### src/rtl/reflect_ray_gen_if.sv
// reflect_ray_gen_if: Q16.16 vector types, shared multiply and hit-in/ray-out handshake bundle
//   light_pack: fixed (signed Q16.16), vector/point (x,y,z), ray (start,dir), fMul (truncating product)
//   reflect_ray_gen_if: in_valid/in_ready + hit payload, out_valid/out_ready + ray payload, term_pulse
//   master drives hits and out_ready, slave is the generator
package light_pack;
  typedef logic signed [31:0] fixed;
  typedef struct packed {
    fixed x;
    fixed y;
    fixed z;
  } vector;
  typedef vector point;
  typedef struct packed {
    point  start;
    vector dir;
  } ray;
  function automatic fixed fMul(input fixed a, input fixed b);
    return fixed'((64'(a) * 64'(b)) >>> 16);
  endfunction
endpackage

interface reflect_ray_gen_if #(parameter int DEPTH_W = 4);
  import light_pack::*;
  logic               in_valid;
  logic               in_ready;
  point               in_point;
  vector              in_normal;
  vector              in_dir;
  logic [DEPTH_W-1:0] in_depth;
  logic               out_valid;
  logic               out_ready;
  ray                 out_ray;
  logic [DEPTH_W-1:0] out_depth;
  logic               term_pulse;
  modport master (
    output in_valid, in_point, in_normal, in_dir, in_depth, out_ready,
    input  in_ready, out_valid, out_ray, out_depth, term_pulse
  );
  modport slave (
    input  in_valid, in_point, in_normal, in_dir, in_depth, out_ready,
    output in_ready, out_valid, out_ray, out_depth, term_pulse
  );
endinterface

### src/rtl/reflect_ray_gen.sv
// reflect_ray_gen: mirror-reflected secondary ray from hit point/normal/dir using one shared multiplier
//   clk, rst_n (async active-low), bus (slave): hit in, reflected ray + depth out, term_pulse on depth drop
module reflect_ray_gen
  import light_pack::*;
#(
  parameter int EPS_SHIFT = 8,
  parameter int DEPTH_W   = 4,
  parameter int MAX_DEPTH = 3
) (
  input logic             clk,
  input logic             rst_n,
  reflect_ray_gen_if.slave bus
);
  if (MAX_DEPTH >= (1 << DEPTH_W)) begin : g_depth_check
    $error("MAX_DEPTH must be below 2**DEPTH_W so depth+1 cannot overflow");
  end
  typedef enum logic [3:0] {IDLE, DX, DY, DZ, SC, MX, MY, MZ, OUT} state_t;
  state_t             state, state_nx;
  point               p, start_r;
  vector              n, d;
  logic [DEPTH_W-1:0] depth, out_depth;
  fixed               acc, k, dir_x, dir_y, mul_a, mul_b, mul;
  ray                 out_ray;
  logic               term_pulse, accept, term;
  assign accept = state == IDLE && bus.in_valid;
  assign term   = bus.in_depth >= DEPTH_W'(MAX_DEPTH);
  always_ff @(posedge clk or negedge rst_n)
    if (!rst_n) state <= IDLE;
    else state <= state_nx;
  always_comb begin
    state_nx = state;
    case (state)
      IDLE:    state_nx = accept && !term ? DX : IDLE;
      DX:      state_nx = DY;
      DY:      state_nx = DZ;
      DZ:      state_nx = SC;
      SC:      state_nx = MX;
      MX:      state_nx = MY;
      MY:      state_nx = MZ;
      MZ:      state_nx = OUT;
      OUT:     state_nx = bus.out_ready ? IDLE : OUT;
      default: state_nx = IDLE;
    endcase
  end
  always_comb begin
    bus.in_ready   = state == IDLE;
    bus.out_valid  = state == OUT;
    bus.out_ray    = out_ray;
    bus.out_depth  = out_depth;
    bus.term_pulse = term_pulse;
  end
  // Dot-product phase multiplies d.c*n.c, mirror phase multiplies k*n.c; both share n's component.
  always_comb begin
    mul_a = state == DX ? d.x : state == DY ? d.y : state == DZ ? d.z : k;
    mul_b = state inside {DX, MX} ? n.x : state inside {DY, MY} ? n.y : n.z;
    mul   = fMul(mul_a, mul_b);
  end
  always_ff @(posedge clk or negedge rst_n)
    if (!rst_n) begin
      p          <= '0;
      n          <= '0;
      d          <= '0;
      depth      <= '0;
      acc        <= '0;
      k          <= '0;
      dir_x      <= '0;
      dir_y      <= '0;
      start_r    <= '0;
      out_ray    <= '0;
      out_depth  <= '0;
      term_pulse <= 1'b0;
    end else begin
      term_pulse <= accept && term;
      if (accept) begin
        p     <= bus.in_point;
        n     <= bus.in_normal;
        d     <= bus.in_dir;
        depth <= bus.in_depth;
        acc   <= '0;
      end
      if (state inside {DX, DY, DZ}) acc <= acc + mul;
      if (state == SC) k <= acc <<< 1;
      if (state == MX) begin
        dir_x     <= d.x - mul;
        start_r.x <= p.x + (n.x >>> EPS_SHIFT);
        start_r.y <= p.y + (n.y >>> EPS_SHIFT);
        start_r.z <= p.z + (n.z >>> EPS_SHIFT);
      end
      if (state == MY) dir_y <= d.y - mul;
      if (state == MZ) begin
        out_ray.start <= start_r;
        out_ray.dir   <= '{x: dir_x, y: dir_y, z: d.z - mul};
        out_depth     <= depth + 1'b1;
      end
    end
endmodule

### src/flat_wrapper.sv
// flat-port wrapper written by rule: the top's interface ports become plain ports
module reflect_ray_gen_flat import light_pack::*;
#(
  parameter int EPS_SHIFT = 8,
  parameter int DEPTH_W   = 4,
  parameter int MAX_DEPTH = 3
)
  (clk, rst_n, bus_in_valid, bus_in_point, bus_in_normal, bus_in_dir, bus_in_depth, bus_out_ready, bus_in_ready, bus_out_valid, bus_out_ray, bus_out_depth, bus_term_pulse);
  reflect_ray_gen_if #(.DEPTH_W(DEPTH_W)) bus_i ();
  input logic clk;
  input logic rst_n;
  input wire logic [$bits(bus_i.in_valid)-1:0] bus_in_valid;
  input wire logic [$bits(bus_i.in_point)-1:0] bus_in_point;
  input wire logic [$bits(bus_i.in_normal)-1:0] bus_in_normal;
  input wire logic [$bits(bus_i.in_dir)-1:0] bus_in_dir;
  input wire logic [$bits(bus_i.in_depth)-1:0] bus_in_depth;
  input wire logic [$bits(bus_i.out_ready)-1:0] bus_out_ready;
  output wire logic [$bits(bus_i.in_ready)-1:0] bus_in_ready;
  output wire logic [$bits(bus_i.out_valid)-1:0] bus_out_valid;
  output wire logic [$bits(bus_i.out_ray)-1:0] bus_out_ray;
  output wire logic [$bits(bus_i.out_depth)-1:0] bus_out_depth;
  output wire logic [$bits(bus_i.term_pulse)-1:0] bus_term_pulse;
  assign bus_i.in_valid = bus_in_valid;
  assign bus_i.in_point = bus_in_point;
  assign bus_i.in_normal = bus_in_normal;
  assign bus_i.in_dir = bus_in_dir;
  assign bus_i.in_depth = bus_in_depth;
  assign bus_i.out_ready = bus_out_ready;
  assign bus_in_ready = bus_i.in_ready;
  assign bus_out_valid = bus_i.out_valid;
  assign bus_out_ray = bus_i.out_ray;
  assign bus_out_depth = bus_i.out_depth;
  assign bus_term_pulse = bus_i.term_pulse;
  reflect_ray_gen #(.EPS_SHIFT(EPS_SHIFT), .DEPTH_W(DEPTH_W), .MAX_DEPTH(MAX_DEPTH)) u_core (.clk(clk), .rst_n(rst_n), .bus(bus_i));
endmodule
### config.mk
export PLATFORM = sky130hd
export DESIGN_NAME = reflect_ray_gen_flat
export DESIGN_NICKNAME = d
export VERILOG_FILES = /design/src/rtl/reflect_ray_gen_if.sv /design/src/rtl/reflect_ray_gen.sv /design/src/flat_wrapper.sv
export SDC_FILE = /design/constraint.sdc
export NUM_CORES = 2
export LEC_CHECK = 0
export CORE_ASPECT_RATIO = 1.2
export CORE_MARGIN = 4
export CORE_UTILIZATION = 60
export CTS_CLUSTER_DIAMETER = 200
export DETAILED_ROUTE_END_ITERATION = 6
export GPL_ROUTABILITY_DRIVEN = 1
export PLACE_DENSITY = 0.89
export SETUP_SLACK_MARGIN = 0.3
export SLEW_MARGIN = 30
export SYNTH_ARGS = -nofsm -noshare
export SYNTH_HDL_FRONTEND = slang
export SYNTH_SLANG_ARGS = --single-unit
export TNS_END_PERCENT = 5
### constraint.sdc
create_clock -name clk -period 39.7 [get_ports clk]
set_clock_uncertainty 0.2 [all_clocks]
set_input_delay 7.94 -clock clk [delete_from_list [all_inputs] [get_ports clk]]
set_output_delay 7.94 -clock clk [all_outputs]
set_load 0.05 [all_outputs]
==> results.txt <==
The total CTS buffers came out at 72. In this design, the largest share of critical-path delay is due to adder cells. The run finished, with violations left. The setup slack after placement is 25.61 ns. The average cell area after synthesis came out at 8.72 um^2. The average detailed-routed wire length per instance came out at 24.8 um. The final worst-path setup slack came out at 25.32 ns. The number of warnings reported in the yosys synthesis log came out at 0. The path with the worst hold slack has its endpoint at u_core.bus.out_ray[172]$_DFFE_PN0P_. The number of register bits inferred by synthesis came out at 715. TritonCTS built the clock tree.

The number of nets handed over by synthesis was 8969. The number of enable-type register cells in the synthesized netlist came out at 0. sky130_fd_sc_hd__dfrtp_1 takes more of the synthesized area than any other cell. The final number of max-transition violations came out at 0. For this configuration, the core starts out at a cell density of 60.4%. The count of buffers from port buffering came out at 494. Among all flip-flop cells after synthesis, the most frequent one is sky130_fd_sc_hd__dfrtp_1. The final-report setup violation count came out at 0. The final net count came out at 9286. The number of iterations in the first detailed-routing pass came out at 7.

The area of the core region came out at 108000 um^2. Routed signal wires occupy layers up through met5. The end of the worst register-to-register path is u_core.dir_y[31]$_DFFE_PN0N_. The via count of the first global-routing pass is 58100. The share of synthesized registers carrying an async set or reset is 100%. The clock transition at the register clock pins on the worst setup and hold paths after CTS is 0.07 ns. For flop-to-flop paths, the worst setup slack is 25.32 ns. The worst setup path is launched from a register. The total of fill cells in the finished design came out at 7989. The share of the Yosys chip area taken by registers is 27.5%.

The longest clock path from root to sink contains 3 buffers. The cell count of the worst reg-to-reg path is 50. CTS built an H-tree with a depth of 3.

At the pin with the least slew margin, the transition time is 1.11 ns. The peak clock frequency supported by timing came out at 0.0695 GHz. Once the clock tree was built, the resizer swapped 0 gates to a different size. The detailed-route wire length is 229 mm. The number of I/O pins came out at 495. The cell at the slowest stage of the critical path is sky130_fd_sc_hd__nand2_1.

In the routed design, unresolved DRC markers number 4. The via-per-instance ratio came out at 6.08. The minimum period implied by the final worst setup slack is 14.38 ns. The violation count after the first detailed-routing iteration came out at 6746. The kind of critical path is register to register. In this run the most critical hold path is launched from u_core.start_r[76]$_DFFE_PN0P_. The global-route wire length before repair came out at 345 mm. Hold timing on the final database bottoms out at a slack of 0.258 ns. Entering global routing, the biggest net connects 228 pins. The number of placement rows is 132.

The checks that failed: DRC. The half-perimeter wire length of the detailed placement result came out at 176 mm. The top cell type by area accounts for 27.5% of the synthesized area. From left edge to right edge, the die measures 309 um. The root cell of the clock tree is sky130_fd_sc_hd__clkbuf_16. Data on the critical path arrives at its endpoint at 14.76 ns.

The commonest cells after synthesis are 2107 x sky130_fd_sc_hd__nand2_1, 932 x sky130_fd_sc_hd__inv_1, 845 x sky130_fd_sc_hd__fa_1. The share of the cycle needed by the critical path after routing came out at 36.2%. The number of library cell types mapped by synthesis came out at 97.

The number of endpoints with negative hold slack in the final report is 0. The congestion estimate from routability-driven global placement came to 1.02. After synthesis, the cell types taking the most area are sky130_fd_sc_hd__dfrtp_1 27%, sky130_fd_sc_hd__fa_1 26%, sky130_fd_sc_hd__nand2_1 12%. The count of buffer and inverter cells on the critical path is 9. In this design, the critical path's most frequently occurring cell is sky130_fd_sc_hd__inv_1. The chip height is 369 um. The relative area change from synthesis to final layout is 14.0%. For this block, the via count after detailed routing is 56300. The critical path's largest stage delay came out at 0.69 ns. The number of instances in the synthesized netlist came out at 7462. The share of post-route cells with drive strength above 1 came out at 4.56%. The max-capacitance violation count came out at 0. The clock insertion delay at the later pin of the skew report is 0.69 ns. The floorplan die area is 114000 um^2. For this run the aggregate overflow at the end of global routing stands at 0. In this run the cell area of the synthesized design comes to 65100 um^2. The required time of the critical path came out at 40.08 ns. The final sum of negative setup slack came out at 0 ns. The detailed-routed wire length on met2 is 103 mm.

The post-layout utilization of the core is 68.8%. In the global route stage, overall resource usage came out at 40.3%. sky130_fd_sc_hd__nand2_1 is the most common cell in the netlist.

In this run the critical register-to-register path is launched from u_core.state[3]$_DFF_PN0_. The cell count of the worst hold path came out at 2. The number of hold buffers added after CTS was 0. The remaining number of nets flagged by the antenna check after routing came out at 0. Measured against its own limit, the worst slew margin works out to 25.5%. STA classifies the critical path endpoint as a register. The sum of met3 wire segment lengths after detailed routing came out at 28.2 mm. The tree built by TritonCTS fans out to 715 sinks. Setup repair after global routing left no endpoint under its margin. The number of antenna violations at the first check in global routing came out at 24. The number of buffers inserted to repair setup after CTS came out at 0.

Of all nets on the critical path, the largest fanout is 39. The post-route met1 wirelength is 78.2 mm. The worst hold path belongs to the class register to register.
-- placed cells by master, fill, tap and decap left out, types with 13 or more instances in the layout --
cell type                         synthesis  layout
sky130_fd_sc_hd__o21ai_0                323     320
sky130_fd_sc_hd__or2_2                   22      22
sky130_fd_sc_hd__a211oi_1                19      19
sky130_fd_sc_hd__diode_2                  0      17
sky130_fd_sc_hd__a21o_1                  98      97
sky130_fd_sc_hd__clkbuf_16                0      74
sky130_fd_sc_hd__mux2_2                  33      33
sky130_fd_sc_hd__clkbuf_1               310      13
sky130_fd_sc_hd__dfrtp_1                715     715
sky130_fd_sc_hd__xor2_1                 106     106
sky130_fd_sc_hd__nand2b_1                36      34
sky130_fd_sc_hd__and2_1                  30      30
sky130_fd_sc_hd__o21a_1                  31      31
sky130_fd_sc_hd__nor2b_1                 20      20
sky130_fd_sc_hd__fa_1                   845     845
sky130_fd_sc_hd__clkdlybuf4s50_1          0     493
sky130_fd_sc_hd__a21oi_1                199     185
sky130_fd_sc_hd__buf_4                    2      81
sky130_fd_sc_hd__o31ai_1                 25      25
sky130_fd_sc_hd__o21bai_1                36      36
sky130_fd_sc_hd__nand2_1               2107    2105
sky130_fd_sc_hd__xnor2_1                168     166
sky130_fd_sc_hd__nor2_1                 588     579
sky130_fd_sc_hd__or3_1                   14      14
sky130_fd_sc_hd__o211ai_1                22      22
sky130_fd_sc_hd__a22oi_1                 30      30
sky130_fd_sc_hd__o22ai_1                 27      26
sky130_fd_sc_hd__ha_1                   366     366
sky130_fd_sc_hd__nor3_1                  39      37
sky130_fd_sc_hd__nand3_1                 67      66
sky130_fd_sc_hd__inv_1                  932     932
-- layer usage --
layer	up-vias	GRT usage [%]
met5	-	0
met3	1090	12.5
met4	22	27.1
met1	27800	48.6
li1	23800	-
met2	3547	62.5
-- registers in the layout (all words and copies together), names as in the netlist --
register               flops
u_core.bus.out_ray       192
u_core.d                  96
u_core.start_r            96
u_core.p                  96
u_core.dir_y              32
u_core.state               4
u_core.bus.term_pulse      1
u_core.k                  31
u_core.acc                31
u_core.bus.out_depth       4
u_core.dir_x              32
u_core.n                  96
u_core.depth               4
-- worst reg2reg max path: cells and delay by family, from the launching register on --
kind / cells / cell delay (ns)
AND/OR/NAND/NOR: 12 / 3.02
adder cells (fa/ha/maj): 13 / 5.23
AO/OA/AOI/OAI: 15 / 4.17
flip-flops: 1 / 0.32
buffers and inverters: 9 / 1.14
XOR/XNOR: 1 / 0.21
-- cell type report --
class | instances | area [um^2] | area share, %
tap | 1407 | 1760 | 2.37
multi-input combinational | 5466 | 42600 | 57.5
clock buffer | 98 | 2050 | 2.77
sequential | 715 | 17900 | 24.1
clock inverter | 33 | 455 | 0.614
inverter | 934 | 3510 | 4.73
antenna | 17 | 42.5 | 0.0574
timing repair buffer | 590 | 5820 | 7.84
-- cell families after synthesis --
kind of cell	Yosys count	share of synthesized area (%)
muxes	39	0.663
xor gates and xnor gates	277	3.78
DFF	715	27.5
and+or+nand+nor	2988	18.3
adders and majority gates	1224	33.2
AOI/OAI and AO/OA	938	9.10
buffers and inverters	1281	7.45
-- metrics by stage --
stage          instance area [um^2]  instances
2_1_floorplan                 65100       7462
3_3_place_gp                  71400       9106
3_5_place_dp                  71400       9106
4_1_cts                       73900       9237
5_1_grt                       74200       9253
6_report                      74200       9260
-- how the worst max path moves through the flow --
stage                                    startpoint                           end  slack [ns]  cells past startpoint
after CTS                 u_core.state[0]$_DFF_PN0_  u_core.dir_y[31]$_DFFE_PN0N_       25.57                     48
after global routing      u_core.state[3]$_DFF_PN0_  u_core.dir_y[31]$_DFFE_PN0N_       24.93                     50
after floorplan           u_core.state[1]$_DFF_PN0_  u_core.dir_y[31]$_DFFE_PN0N_       27.27                     53
final                     u_core.state[3]$_DFF_PN0_  u_core.dir_y[31]$_DFFE_PN0N_       25.32                     50
after detailed placement  u_core.state[0]$_DFF_PN0_  u_core.dir_y[31]$_DFFE_PN0N_       25.61                     48
after global placement    u_core.state[1]$_DFF_PN0_  u_core.dir_y[31]$_DFFE_PN0N_       25.64                     48
Power is not shown: default switching activity piles up to over one toggle a cycle in this logic, so the estimate is an artifact.
